## src/rtl/ocra1_grad_sequencer.sv

```systemverilog
// Buffers gradient update bundles and replays them as single-cycle channel writes
// for the OCRA1 serialiser; the final word of each bundle carries the broadcast flag.
module ocra1_grad_sequencer #(
  parameter int FIFO_DEPTH   = 4,
  parameter int GUARD_CYCLES = 4
) (
  input  logic                        clk,
  input  logic                        rst,
  input  logic                        upd_valid_i,
  output logic                        upd_ready_o,
  input  logic [3:0]                  upd_mask_i,
  input  logic [23:0]                 upd_x_i,
  input  logic [23:0]                 upd_y_i,
  input  logic [23:0]                 upd_z_i,
  input  logic [23:0]                 upd_z2_i,
  output logic [31:0]                 iface_data_o,
  output logic                        iface_valid_o,
  input  logic                        iface_busy_i,
  input  logic                        iface_data_lost_i,
  input  logic                        clr_status_i,
  output logic [$clog2(FIFO_DEPTH):0] fifo_level_o,
  output logic [15:0]                 updates_sent_o,
  output logic                        lost_sticky_o
);
  localparam int AW = $clog2(FIFO_DEPTH);
  localparam int LW = AW + 1;
  localparam int GW = $clog2(GUARD_CYCLES + 2);

  typedef enum logic [1:0] {S_IDLE, S_WRITE, S_HOLD} state_e;

  state_e        state_q, state_d;
  logic [3:0]    mask_mem [FIFO_DEPTH];
  logic [95:0]   word_mem [FIFO_DEPTH];
  logic [AW-1:0] wr_ptr_q, rd_ptr_q;
  logic [LW-1:0] level_q, level_d;
  logic          ready_q;
  logic [3:0]    wmask_q, wmask_d;
  logic [95:0]   wwords_q;
  logic [GW-1:0] guard_q, guard_d;
  logic [31:0]   data_q;
  logic [15:0]   sent_q;
  logic          lost_q;
  logic          push, pop, emit, bcast;
  logic [1:0]    ch;
  logic [31:0]   emit_word;

  function automatic logic multi_bit(input logic [3:0] m);
    return (m & (m - 4'd1)) != 4'd0;
  endfunction

  function automatic logic [1:0] lowest_ch(input logic [3:0] m);
    logic [1:0] r;
    r = 2'd3;
    if (m[2]) r = 2'd2;
    if (m[1]) r = 2'd1;
    if (m[0]) r = 2'd0;
    return r;
  endfunction

  function automatic logic [23:0] word_sel(input logic [95:0] w, input logic [1:0] c);
    logic [23:0] r;
    case (c)
      2'd0:    r = w[23:0];
      2'd1:    r = w[47:24];
      2'd2:    r = w[71:48];
      default: r = w[95:72];
    endcase
    return r;
  endfunction

  assign push = upd_valid_i && ready_q;

  always_comb begin
    state_d = state_q;
    wmask_d = wmask_q;
    guard_d = guard_q;
    pop     = 1'b0;
    emit    = 1'b0;
    bcast   = 1'b0;
    ch      = lowest_ch(wmask_q);
    if (guard_q != '0) guard_d = guard_q - GW'(1);
    case (state_q)
      S_IDLE: begin
        if (level_q != '0) begin
          pop     = 1'b1;
          wmask_d = mask_mem[rd_ptr_q];
          if (multi_bit(wmask_d))  state_d = S_WRITE;
          else if (wmask_d != '0)  state_d = S_HOLD;
        end
      end
      S_WRITE: begin
        emit    = 1'b1;
        wmask_d = wmask_q & (wmask_q - 4'd1);
        if (!multi_bit(wmask_d)) state_d = S_HOLD;
      end
      S_HOLD: begin
        // Busy is not trusted until the guard window after the previous broadcast expires.
        if (!iface_busy_i && guard_q == '0) begin
          emit    = 1'b1;
          bcast   = 1'b1;
          guard_d = GW'(GUARD_CYCLES);
          state_d = S_IDLE;
        end
      end
      default: state_d = S_IDLE;
    endcase
  end

  assign level_d   = level_q + LW'(push) - LW'(pop);
  assign emit_word = {5'd0, ch, bcast, word_sel(wwords_q, ch)};

  always_ff @(posedge clk or posedge rst) begin
    if (rst) begin
      state_q  <= S_IDLE;
      wr_ptr_q <= '0;
      rd_ptr_q <= '0;
      level_q  <= '0;
      ready_q  <= 1'b0;
      wmask_q  <= '0;
      guard_q  <= '0;
      data_q   <= '0;
      sent_q   <= '0;
      lost_q   <= 1'b0;
    end else begin
      state_q <= state_d;
      if (push) wr_ptr_q <= wr_ptr_q + AW'(1);
      if (pop)  rd_ptr_q <= rd_ptr_q + AW'(1);
      level_q <= level_d;
      ready_q <= (level_d < LW'(FIFO_DEPTH));
      wmask_q <= wmask_d;
      guard_q <= guard_d;
      if (emit) data_q <= emit_word;
      if (clr_status_i)       sent_q <= '0;
      else if (emit && bcast) sent_q <= sent_q + 16'd1;
      if (iface_data_lost_i)  lost_q <= 1'b1;
      else if (clr_status_i)  lost_q <= 1'b0;
    end
  end

  // Bundle storage and working words are pure data and need no reset.
  always_ff @(posedge clk) begin
    if (push) begin
      mask_mem[wr_ptr_q] <= upd_mask_i;
      word_mem[wr_ptr_q] <= {upd_z2_i, upd_z_i, upd_y_i, upd_x_i};
    end
    if (pop) wwords_q <= word_mem[rd_ptr_q];
  end

  assign upd_ready_o    = ready_q;
  assign iface_valid_o  = emit;
  assign iface_data_o   = emit ? emit_word : data_q;
  assign fifo_level_o   = level_q;
  assign updates_sent_o = sent_q;
  assign lost_sticky_o  = lost_q;
endmodule

```

## config.mk

```make
export PLATFORM = sky130hd
export DESIGN_NAME = ocra1_grad_sequencer
export DESIGN_NICKNAME = d
export VERILOG_FILES = /design/src/rtl/ocra1_grad_sequencer.sv
export SDC_FILE = /design/constraint.sdc
export NUM_CORES = 1
export LEC_CHECK = 0
export BUFFER_PORTS_ARGS = -buffer_cell sky130_fd_sc_hd__buf_2
export CAP_MARGIN = 10
export CORE_ASPECT_RATIO = 1.1
export CORE_MARGIN = 8
export CORE_UTILIZATION = 52
export DETAILED_ROUTE_END_ITERATION = 10
export HOLD_SLACK_MARGIN = 0.02
export PLACE_DENSITY = 0.73
export SLEW_MARGIN = 40
export SYNTH_ARGS = -nofsm -noshare
export SYNTH_HDL_FRONTEND = slang
export SYNTH_SLANG_ARGS = --single-unit
```

## constraint.sdc

```tcl
create_clock -name clk -period 6.7 [get_ports clk]
set_input_delay 0.335 -clock clk [delete_from_list [all_inputs] [get_ports clk]]
set_output_delay 0.335 -clock clk [all_outputs]
set_load 0.03 [all_outputs]
```

==> impl_metrics.tcl, run 1 <==
set metrics [dict create \
    status "finished, final reports clean" \
    yosys_warnings 0 \
    dr_wl_met2_um 20400 \
    firstDrtPassIters 4 \
    overflow 0 \
    grt_max_degree 67 \
    start_util_pct 52.4 \
    max_freq_ghz 0.296 \
    crit_fanout 34 \
    fin_crit_sh_pct 50.4 \
    post-route-util_pct 62.8 \
    fin_nets 1422 \
    placed_cells 1659 \
    synth_area_sq_mm 0.0210 \
    fillCellCount 2783 \
    multi_input_comb_area_sq_mm 0.00426 \
    ant_nets 0 \
    die_area_sq_mm 0.0471 \
    setup.worst_path.class "register to primary output" \
    post_drt_wl_per_cell_um 22.0 \
    syn-num-nets 1140 \
    power.total_mw 10.9 \
    fin_area_sq_mm 0.0252 \
    hold_violations 0 \
    gp_congestion 0.774 \
    p_leak_nw 8.86 \
    seq_area_sq_mm 0.0166 \
    cts_tree "done" \
    place_area_sq_mm 0.0225 \
    setup_violations 0 \
    ys_types 47 \
    grt_setup_unrepaired "false" \
    drv_slew 0 \
    vias 10400 \
    yosys_most_used_dff "edfxtp_1" \
    power.density_mw_per_mm2 434 \
    fin_crit_ns 3.38 \
    num_rows 77 \
    clock-root-buffer "clkbuf_16" \
    die_w_um 208 \
    grt_pass1_wl_um 63300 \
    wl_met3_um 2240 \
    cp_data_arrival_time_ns 3.04 \
    fin_ws_ns 3.32 \
    finalSetupTns_ns 0 \
    slew_headroom_pct 46.3 \
    cts_setup_buffers 0 \
    synth_cells 1021 \
    instances_no_fill 1860 \
    ios 160 \
    synth_edf_count 496 \
    grt_pass1_vias 11000 \
    htree_levels 2 \
    synthArstFlopShare_pct 11.7 \
    avgSynthCellArea_sq_um 20.6 \
    hold_slack_ns 0.182 \
    met1_length_um 17500 \
    drive_above_1_share_pct 27.6 \
    crit_path_end_kind "primary output" \
    dr.max_layer_used "met5" \
    final_cell_mix "edfxtp_1, buf_2, dlygate4sd3_1" \
    antenna_found_initial 6 \
    drc 0 \
    startpoint_type "register" \
    area_delta_synth_final_pct 19.8 \
    die_y_um 227 \
    cts_sinks 562 \
    final_common_cell "edfxtp_1" \
    drt_iter0_drc 638 \
    grtUsageTotal_pct 17.4 \
    postRouteWirelength_um 41000 \
    synth_seq_cells 562 \
    io_buffers 159 \
    required_ns 6.36 \
    clk_latency_ns 0.57 \
    cts.clk_slew.worst_paths_ns 0.06 \
    worstMarginPinSlew_ns 0.805 \
    hpwlAfterDp_um 23900 \
    core-area_sq_mm 0.0401 \
    yosysSeqAreaShare_pct 78.7 \
    numCtsBuffers 52 \
    maxCapViolations 0 \
    cts_buffer_depth 3 \
    place_ws_ns 3.65 \
    via_per_inst 5.58 \
    vdd.ir_drop.worst_mv 0.282 \
    min_path_type "primary input to register" \
    fin_skew_ns 0.0145 \
]
-- final timing paths --
| kind | start | slack [ns] | depth (start not counted) | end |
|---|---|---|---|---|
| min reg2reg | data_q[28]$_DFF_PP0_ | 0.48 | 1 | data_q[28]$_DFF_PP0_ |
| max reg2reg | state_q[0]$_DFFE_PP0P_ | 3.66 | 6 | wwords_q[42]$_DFFE_PP_ |
| max in group asynchronous | rst | 5.70 | 4 | rd_ptr_q[1]$_DFFE_PP0P_ |
| max | state_q[0]$_DFFE_PP0P_ | 3.32 | 9 | iface_data_o[16] |
| min | upd_valid_i | 0.18 | 3 | wr_ptr_q[0]$_DFFE_PP0P_ |
| min in group asynchronous | rst | 0.46 | 4 | data_q[28]$_DFF_PP0_ |
-- logic make-up after synthesis --
family                   after synthesis  synth area share [%]
flip-flops                           562                  78.7
multiplexers                         153                  13.3
AND/OR/NAND/NOR                      129                  3.02
AO/OA/AOI/OAI                         91                  2.54
buffers and inverters                 63                  1.22
adder cells (fa/ha/maj)               14                 0.857
XOR/XNOR                               9                 0.375
-- sequential cells by signal (all words and copies together), names as in the netlist, 2 cells and up --
name            cells
word_mem          384
wwords_q           96
data_q             32
mask_mem           16
updates_sent_o     16
wmask_q             4
fifo_level_o        3
guard_q             3
rd_ptr_q            2
state_q             2
wr_ptr_q            2
-- synth_stat cells, types with 2 or more instances --
cell type / count / area share, %
xnor2_1: 3 / 0.13
or3_1: 5 / 0.15
a21oi_1: 10 / 0.24
nand3_1: 7 / 0.17
inv_1: 14 / 0.25
xor2_1: 6 / 0.25
nor2_1: 10 / 0.18
nand4_1: 5 / 0.15
o31ai_1: 6 / 0.21
buf_2: 9 / 0.21
o2111ai_1: 2 / 0.083
edfxtp_1: 496 / 71
dfrtp_1: 66 / 7.9
and3_1: 6 / 0.18
clkbuf_1: 32 / 0.57
mux2_2: 5 / 0.27
mux4_2: 100 / 11
a22o_1: 6 / 0.25
ha_1: 12 / 0.71
nand2_1: 65 / 1.2
o21ai_0: 60 / 1.4
mux2i_1: 48 / 2.3
or4_1: 3 / 0.11
nor4_1: 3 / 0.089
and2_1: 6 / 0.18
nor2b_1: 10 / 0.30
buf_1: 6 / 0.11
-- area by class of cell --
type	count	area share, %
antenna	2	0.0199
clock buffer	67	5.51
clock inverter	29	1.13
inverter	14	0.209
multi-input combinational	396	16.9
sequential	562	65.8
tap	513	2.55
timing repair buffer	277	7.86
-- report_power, final --
| part | internal (mW) | switching [mW] | total, mW |
|---|---|---|---|
| Combinational | 1.16 | 1.67 | 2.83 |
| Clock | 1.66 | 1.22 | 2.88 |
| Sequential | 4.85 | 0.371 | 5.22 |
-- critical path, cell delays in order (launching register included) --
cell	delay [ns]
dfrtp_1	0.39
inv_1	0.08
ha_1	0.23
nor4bb_1	0.15
buf_4	0.17
o21ai_4	0.51
buf_4	0.41
nand2_1	0.08
o21ai_0	0.18
buf_2	0.28
-- per-layer routing --
layer	vias to the layer above	track usage, %
li1	4671	-
met1	5343	22.7
met2	282	29.6
met3	66	3.83
met4	8	4.49
met5	-	0
-- timing repair --
action	in CTS	in global routing
hold buffers	102	0
endpoints found under the hold margin	467	0
resized for setup	0	0
endpoints found under the setup margin	0	0
Note: power is estimated with default switching activity, not from simulation.
==> run 2: changes to the inputs <==
==> constraint.sdc (replaced) <==
create_clock -name clk -period 2.7 [get_ports clk]
set_input_delay 0.135 -clock clk [delete_from_list [all_inputs] [get_ports clk]]
set_output_delay 0.135 -clock clk [all_outputs]
set_load 0.03 [all_outputs]
==> run 2 against run 1 <==
  * Via count increased by 2.0%
  * Wire length increased by 2.6%
  * Largest power group unchanged
  * Setup slack got worse by 3.3 ns
  * Clock power increased to 2.5 times the previous value
  * Largest cell class unchanged
  * Final cell count increased by 2.0%
  * Worst hold slack got worse by 0.037 ns
  * Register-to-register slack got worse by 3.3 ns
  * Count of clock-buffer cells in the layout increased by 2
  * Critical endpoint is now iface_data_o[10]
  * Clock skew increased by 0.0062 ns
  * Combinational power increased to 3.0 times the previous value
  * First-iteration DRC count increased by 3.8%
  * Total power increased to 2.6 times the previous value
==> impl_metrics.tcl, run 2 (same netlist as run 1, synthesis figures left out) <==
set metrics [dict create \
    setup.worst_path.class "register to primary output" \
    fillCellCount 2684 \
    p_int_mw 20.0 \
    grt_pass1_wl_um 65200 \
    power.total_mw 28.7 \
    clkPwrFrac_pct 25.6 \
    die_y_um 227 \
    area_delta_synth_final_pct 24.5 \
    num_rows 77 \
    slew_headroom_pct 52.6 \
    slowest_stage "dfrtp_4" \
    fin_skew_ns 0.0208 \
    cts.clk_slew.worst_paths_ns 0.06 \
    grt_setup_unrepaired "true" \
    path_cells "buf_4 > mux2i_1 > o21ai_0 > mux2i_1 > o21ai_4 > buf_6" \
    crit_path_end_kind "primary output" \
    final_common_cell "edfxtp_1" \
    grt.met2_usage_pct 30.5 \
    drive_above_1_share_pct 32.0 \
    fin_crit_ns 2.66 \
    fin_crit_sh_pct 98.5 \
    startpoint_type "register" \
    hold_slack_ns 0.145 \
    p_leak_nw 9.23 \
    critical-path-top-delay-family "flip-flops" \
    grt_max_degree 99 \
    top_regs "word_mem x384, wwords_q x96, data_q x32" \
    cts_tree "done" \
    grtUsageMet3_pct 3.46 \
    cp_data_arrival_time_ns 2.53 \
    largest_register_ffs 384 \
    post_drt_wl_per_cell_um 22.2 \
    status "finished, final reports clean" \
    slowest_delay_ns 0.61 \
    drv_slew 0 \
    vdd.ir_drop.worst_mv 0.913 \
    ant_nets 0 \
    overflow 0 \
    crit_buf_inv 2 \
    postRouteWirelength_um 42100 \
    die_area_sq_mm 0.0471 \
    ios 160 \
    placed_cells 1683 \
    instances_no_fill 1897 \
    sw_frac_of_total_pct 30.2 \
    firstDrtPassIters 4 \
    fin_nets 1460 \
    maxCapViolations 0 \
    power_switching_mw 8.68 \
    via_per_inst 5.57 \
    cts_buffer_depth 3 \
    gp_congestion 0.786 \
    drt_iter0_drc 662 \
    multi_input_comb_area_sq_mm 0.00452 \
    min_path_type "primary input to asynchronous set/reset pin" \
    pwr-share-seq_pct 44.9 \
    die_w_um 208 \
    core-area_sq_mm 0.0401 \
    clock-root-buffer "clkbuf_16" \
    fin_area_sq_mm 0.0262 \
    cpMostUsedCell "mux2i_1" \
    hold_violations 0 \
    required_ns 2.57 \
    io_buffers 159 \
    comb_power_share_pct 29.6 \
    grt_pass1_vias 11200 \
    vias 10600 \
    hpwlAfterDp_um 24900 \
    start_util_pct 52.4 \
    grtUsageTotal_pct 18.0 \
    final_cell_mix "edfxtp_1, buf_2, dlygate4sd3_1" \
    seq_area_sq_mm 0.0166 \
    grt_use_met1_pct 23.7 \
    htree_levels 2 \
    power.density_mw_per_mm2 1100 \
    worstMarginPinSlew_ns 0.711 \
    cts_sinks 562 \
    crit_fanout 17 \
    regMostFlops "word_mem" \
    place_area_sq_mm 0.0228 \
    numCtsBuffers 53 \
    drc 0 \
    top_usage_layer "met2" \
    antenna_found_initial 5 \
    max_freq_ghz 0.376 \
    setup_violations 0 \
    clk_latency_ns 0.59 \
]
[run 2: cell count changes in the layout (fill, tap and decap cells not counted), sizes merged]
cell	previous run	this run
dlygate4sd3	102	106
clkinv	21	20
buf	175	208
clkinvlp	2	1
clkbuf	67	69
[run 2: layout make-up]
cell class | instances | share of cell area (%)
diodes | 2 | 0.0191
clock buffers | 69 | 5.53
clock inverters | 27 | 1.08
inverters | 14 | 0.201
multi-input cells | 396 | 17.3
flip-flops and latches | 562 | 63.3
well taps | 513 | 2.45
repair buffers | 314 | 10.1
[run 2: per-layer routing]
metal	vias up	routed length (um)	share of wire, %
met3	69	2130	5.1
li1	4759	-	-
met1	5469	18200	43
met4	6	899	2.1
met5	-	42	0.10
met2	271	20800	49
[run 2: repair_timing]
item	CTS	global route
pin swaps	1	11
gates cloned	1	0
hold buffers	106	0
hold endpoints to repair	483	0
buffers inserted	8	2
setup endpoints to repair	30	31
gates resized for setup	69	57
[run 2: worst reg2reg max path: cells and delay by family, from the launching register on]
family / cells / cell delay, ns
multiplexers: 1 / 0.38
flip-flops: 1 / 0.40
adder cells (fa/ha/maj): 1 / 0.14
AND/OR/NAND/NOR: 2 / 0.69
AO/OA/AOI/OAI: 1 / 0.22
buffers and inverters: 3 / 0.38
[run 2: power groups by stage]
stage          combinational (mW)  sequential (mW)  clock [mW]
2_1_floorplan                5.20             12.7           0
3_3_place_gp                 7.42             12.9           0
3_5_place_dp                 7.53             13.0           0
4_1_cts                      8.17             12.9        7.49
5_1_grt                      9.14             13.1        7.80
6_report                     8.48             12.9        7.34
[run 2: metrics by stage]
step	util, %	TNS, ns	worst slack, ns
floorplan	-	-2.24	-0.669
global placement	57.0	0	0.478
detailed placement	57.0	0	0.414
CTS	64.7	-0.0591	-0.0182
global route	65.3	-0.209	-0.0709
finish	65.3	0	0.0399
[run 2: final timing paths]
check,cells past startpoint,to,slack [ns],from
min reg2reg,1,data_q[28]$_DFF_PP0_,0.48,data_q[28]$_DFF_PP0_
min in group clk,2,word_mem[1][51]$_DFFE_PP_,0.29,upd_z_i[3]
min,4,data_q[31]$_DFF_PP0_,0.15,rst
max reg2reg,8,updates_sent_o[14]$_DFFE_PP0P_,0.36,guard_q[0]$_DFF_PP0_
max in group asynchronous,4,data_q[11]$_DFF_PP0_,2.20,rst
max,6,iface_data_o[10],0.04,wmask_q[2]$_DFFE_PP0P_
==> run 3: changes to the inputs <==
--- a/config.mk
+++ b/config.mk
@@ -6,13 +6,13 @@
 export NUM_CORES = 1
 export LEC_CHECK = 0
 export BUFFER_PORTS_ARGS = -buffer_cell sky130_fd_sc_hd__buf_2
-export CAP_MARGIN = 10
 export CORE_ASPECT_RATIO = 1.1
 export CORE_MARGIN = 8
 export CORE_UTILIZATION = 52
 export DETAILED_ROUTE_END_ITERATION = 10
 export HOLD_SLACK_MARGIN = 0.02
 export PLACE_DENSITY = 0.73
+export REMOVE_ABC_BUFFERS = 1
 export SLEW_MARGIN = 40
 export SYNTH_ARGS = -nofsm -noshare
 export SYNTH_HDL_FRONTEND = slang
==> run 3 against run 2 <==
  * Final area is 0.25% lower
  * Setup slack better by 0.0010 ns
  * Sequential share of layout area is 0.14 points higher
  * First-iteration DRC count is 1.7% lower
  * Count of clock-buffer cells in the layout is 3 higher
  * Final cell count is 0.11% lower
  * Highest routed layer unchanged
  * Die area stayed put
==> impl_metrics.tcl, run 3 (same netlist as run 1, synthesis figures left out) <==
set metrics [dict create \
    final_cell_mix "edfxtp_1, buf_2, dlygate4sd3_1" \
    finalSetupTns_ns 0 \
    io_buffers 159 \
    regMostFlops "word_mem" \
    hold_violations 0 \
    grt_setup_unrepaired "true" \
    ant_nets 0 \
    place_ws_ns 0.260 \
    via_per_inst 5.57 \
    grt_max_degree 99 \
    cts_tree "done" \
    ios 160 \
    cp-endpoint "iface_data_o[3]" \
    reg2reg_slack_ns 0.20 \
    fin_crit_sh_pct 98.5 \
    required_ns 2.57 \
    core-area_sq_mm 0.0401 \
    die_area_sq_mm 0.0471 \
    grt_pass1_vias 11200 \
    cts_buffer_depth 3 \
    drive_above_1_share_pct 31.8 \
    rr_worst_depth 9 \
    cts.clk_slew.worst_paths_ns 0.06 \
    hpwlAfterDp_um 23600 \
    setup_violations 0 \
    die_y_um 227 \
    drc 0 \
    area_delta_synth_final_pct 24.1 \
    grtUsageTotal_pct 18.1 \
    final_common_cell "edfxtp_1" \
    numCtsBuffers 55 \
    fin_crit_ns 2.66 \
    drt_iter0_drc 651 \
    vias 10600 \
    fin_ws_ns 0.0410 \
    crit_path_end_kind "primary output" \
    worstMarginPinSlew_ns 0.795 \
    power.total_mw 28.8 \
    htree_levels 2 \
    slew_headroom_pct 47.0 \
    clk_latency_ns 0.59 \
    top_regs "word_mem x384, wwords_q x96, data_q x32" \
    firstDrtPassIters 5 \
    num_rows 77 \
    die_w_um 208 \
    start_util_pct 52.4 \
    hold_slack_ns 0.179 \
    fillCellCount 2652 \
    crit_fanout 19 \
    setup.worst_path.start "state_q[1]$_DFFE_PP0P_" \
    fin_nets 1454 \
    maxCapViolations 0 \
    cp_data_arrival_time_ns 2.52 \
    overflow 0 \
    r2r_start "state_q[0]$_DFFE_PP0P_" \
    min_path_type "primary input to asynchronous set/reset pin" \
    fin_skew_ns 0.0146 \
    post_drt_wl_per_cell_um 22.7 \
    startpoint_type "register" \
    postRouteWirelength_um 43000 \
    gp_congestion 0.783 \
    p_leak_nw 9.25 \
    clock-root-buffer "clkbuf_16" \
    grt_pass1_wl_um 65300 \
    antenna_found_initial 2 \
    cts_sinks 562 \
    setup.worst_path.class "register to primary output" \
    status "finished, final reports clean" \
    max_freq_ghz 0.376 \
    vdd.ir_drop.worst_mv 0.962 \
    drv_slew 0 \
    largest_register_ffs 384 \
    post-route-util_pct 65.1 \
    power.density_mw_per_mm2 1100 \
    crit-reg2reg-capture "updates_sent_o[14]$_DFFE_PP0P_" \
]
## run 3: how the worst min path moves through the flow
stage            startpoint                              to  slack [ns]  cells past startpoint
2_1_floorplan  clr_status_i  updates_sent_o[10]$_DFFE_PP0P_        0.20                      1
3_3_place_gp            rst             data_q[2]$_DFF_PP0_        0.30                      2
3_5_place_dp            rst            data_q[10]$_DFF_PP0_        0.31                      2
4_1_cts                 rst         rd_ptr_q[0]$_DFFE_PP0P_        0.23                      3
5_1_grt                 rst            data_q[17]$_DFF_PP0_        0.21                      3
6_report                rst            data_q[17]$_DFF_PP0_        0.18                      3
## run 3: power breakdown
part | total, mW | internal (mW) | switching (mW) | leakage, nW
Sequential | 12.7 | 12.0 | 0.683 | 5.40
Clock | 7.91 | 4.72 | 3.20 | 0.947
Combinational | 8.14 | 3.49 | 4.65 | 2.91
## run 3: critical path, cell delays in order (launching register included)
cell and delay [ns]:
dfrtp_1 0.40, inv_1 0.12, ha_2 0.31, o21ai_4 0.43, buf_12 0.28, nand2_1 0.09
o21ai_1 0.10, buf_4 0.19
## run 3: per-layer routing
metal | vias up | share of wire (%) | GRT usage (%) | wire (um)
li1 | 4750 | - | - | -
met1 | 5480 | 42 | 22.9 | 18200
met2 | 261 | 51 | 31.6 | 21800
met3 | 66 | 5.1 | 3.75 | 2200
met4 | 4 | 1.8 | 5.36 | 754
met5 | - | 0.058 | 0 | 25
## run 3: layout make-up
type / count / area (sq um) / share of cell area (%)
timing repair buffer: 305 / 2520 / 9.68
inverter: 14 / 55.1 / 0.211
tap: 513 / 642 / 2.46
antenna: 1 / 2.50 / 0.00959
clock buffer: 72 / 1580 / 6.07
multi-input combinational: 397 / 4390 / 16.8
sequential: 562 / 16600 / 63.5
clock inverter: 31 / 338 / 1.29
## run 3: stage by stage
stage / instance area, sq um / std cells
after global routing: 26100 / 1894
final: 26100 / 1895
after CTS: 25900 / 1888
after detailed placement: 22700 / 1669
after global placement: 22700 / 1669
after floorplan: 20800 / 972
## run 3: what timing repair did
item | 4_1_cts | 5_1_grt
gates cloned | 3 | 1
pin swaps | 3 | 3
gates resized for setup | 53 | 36
hold buffers | 106 | 0
endpoints found under the hold margin | 450 | 0
endpoints found under the setup margin | 31 | 31
buffers inserted | 7 | 6
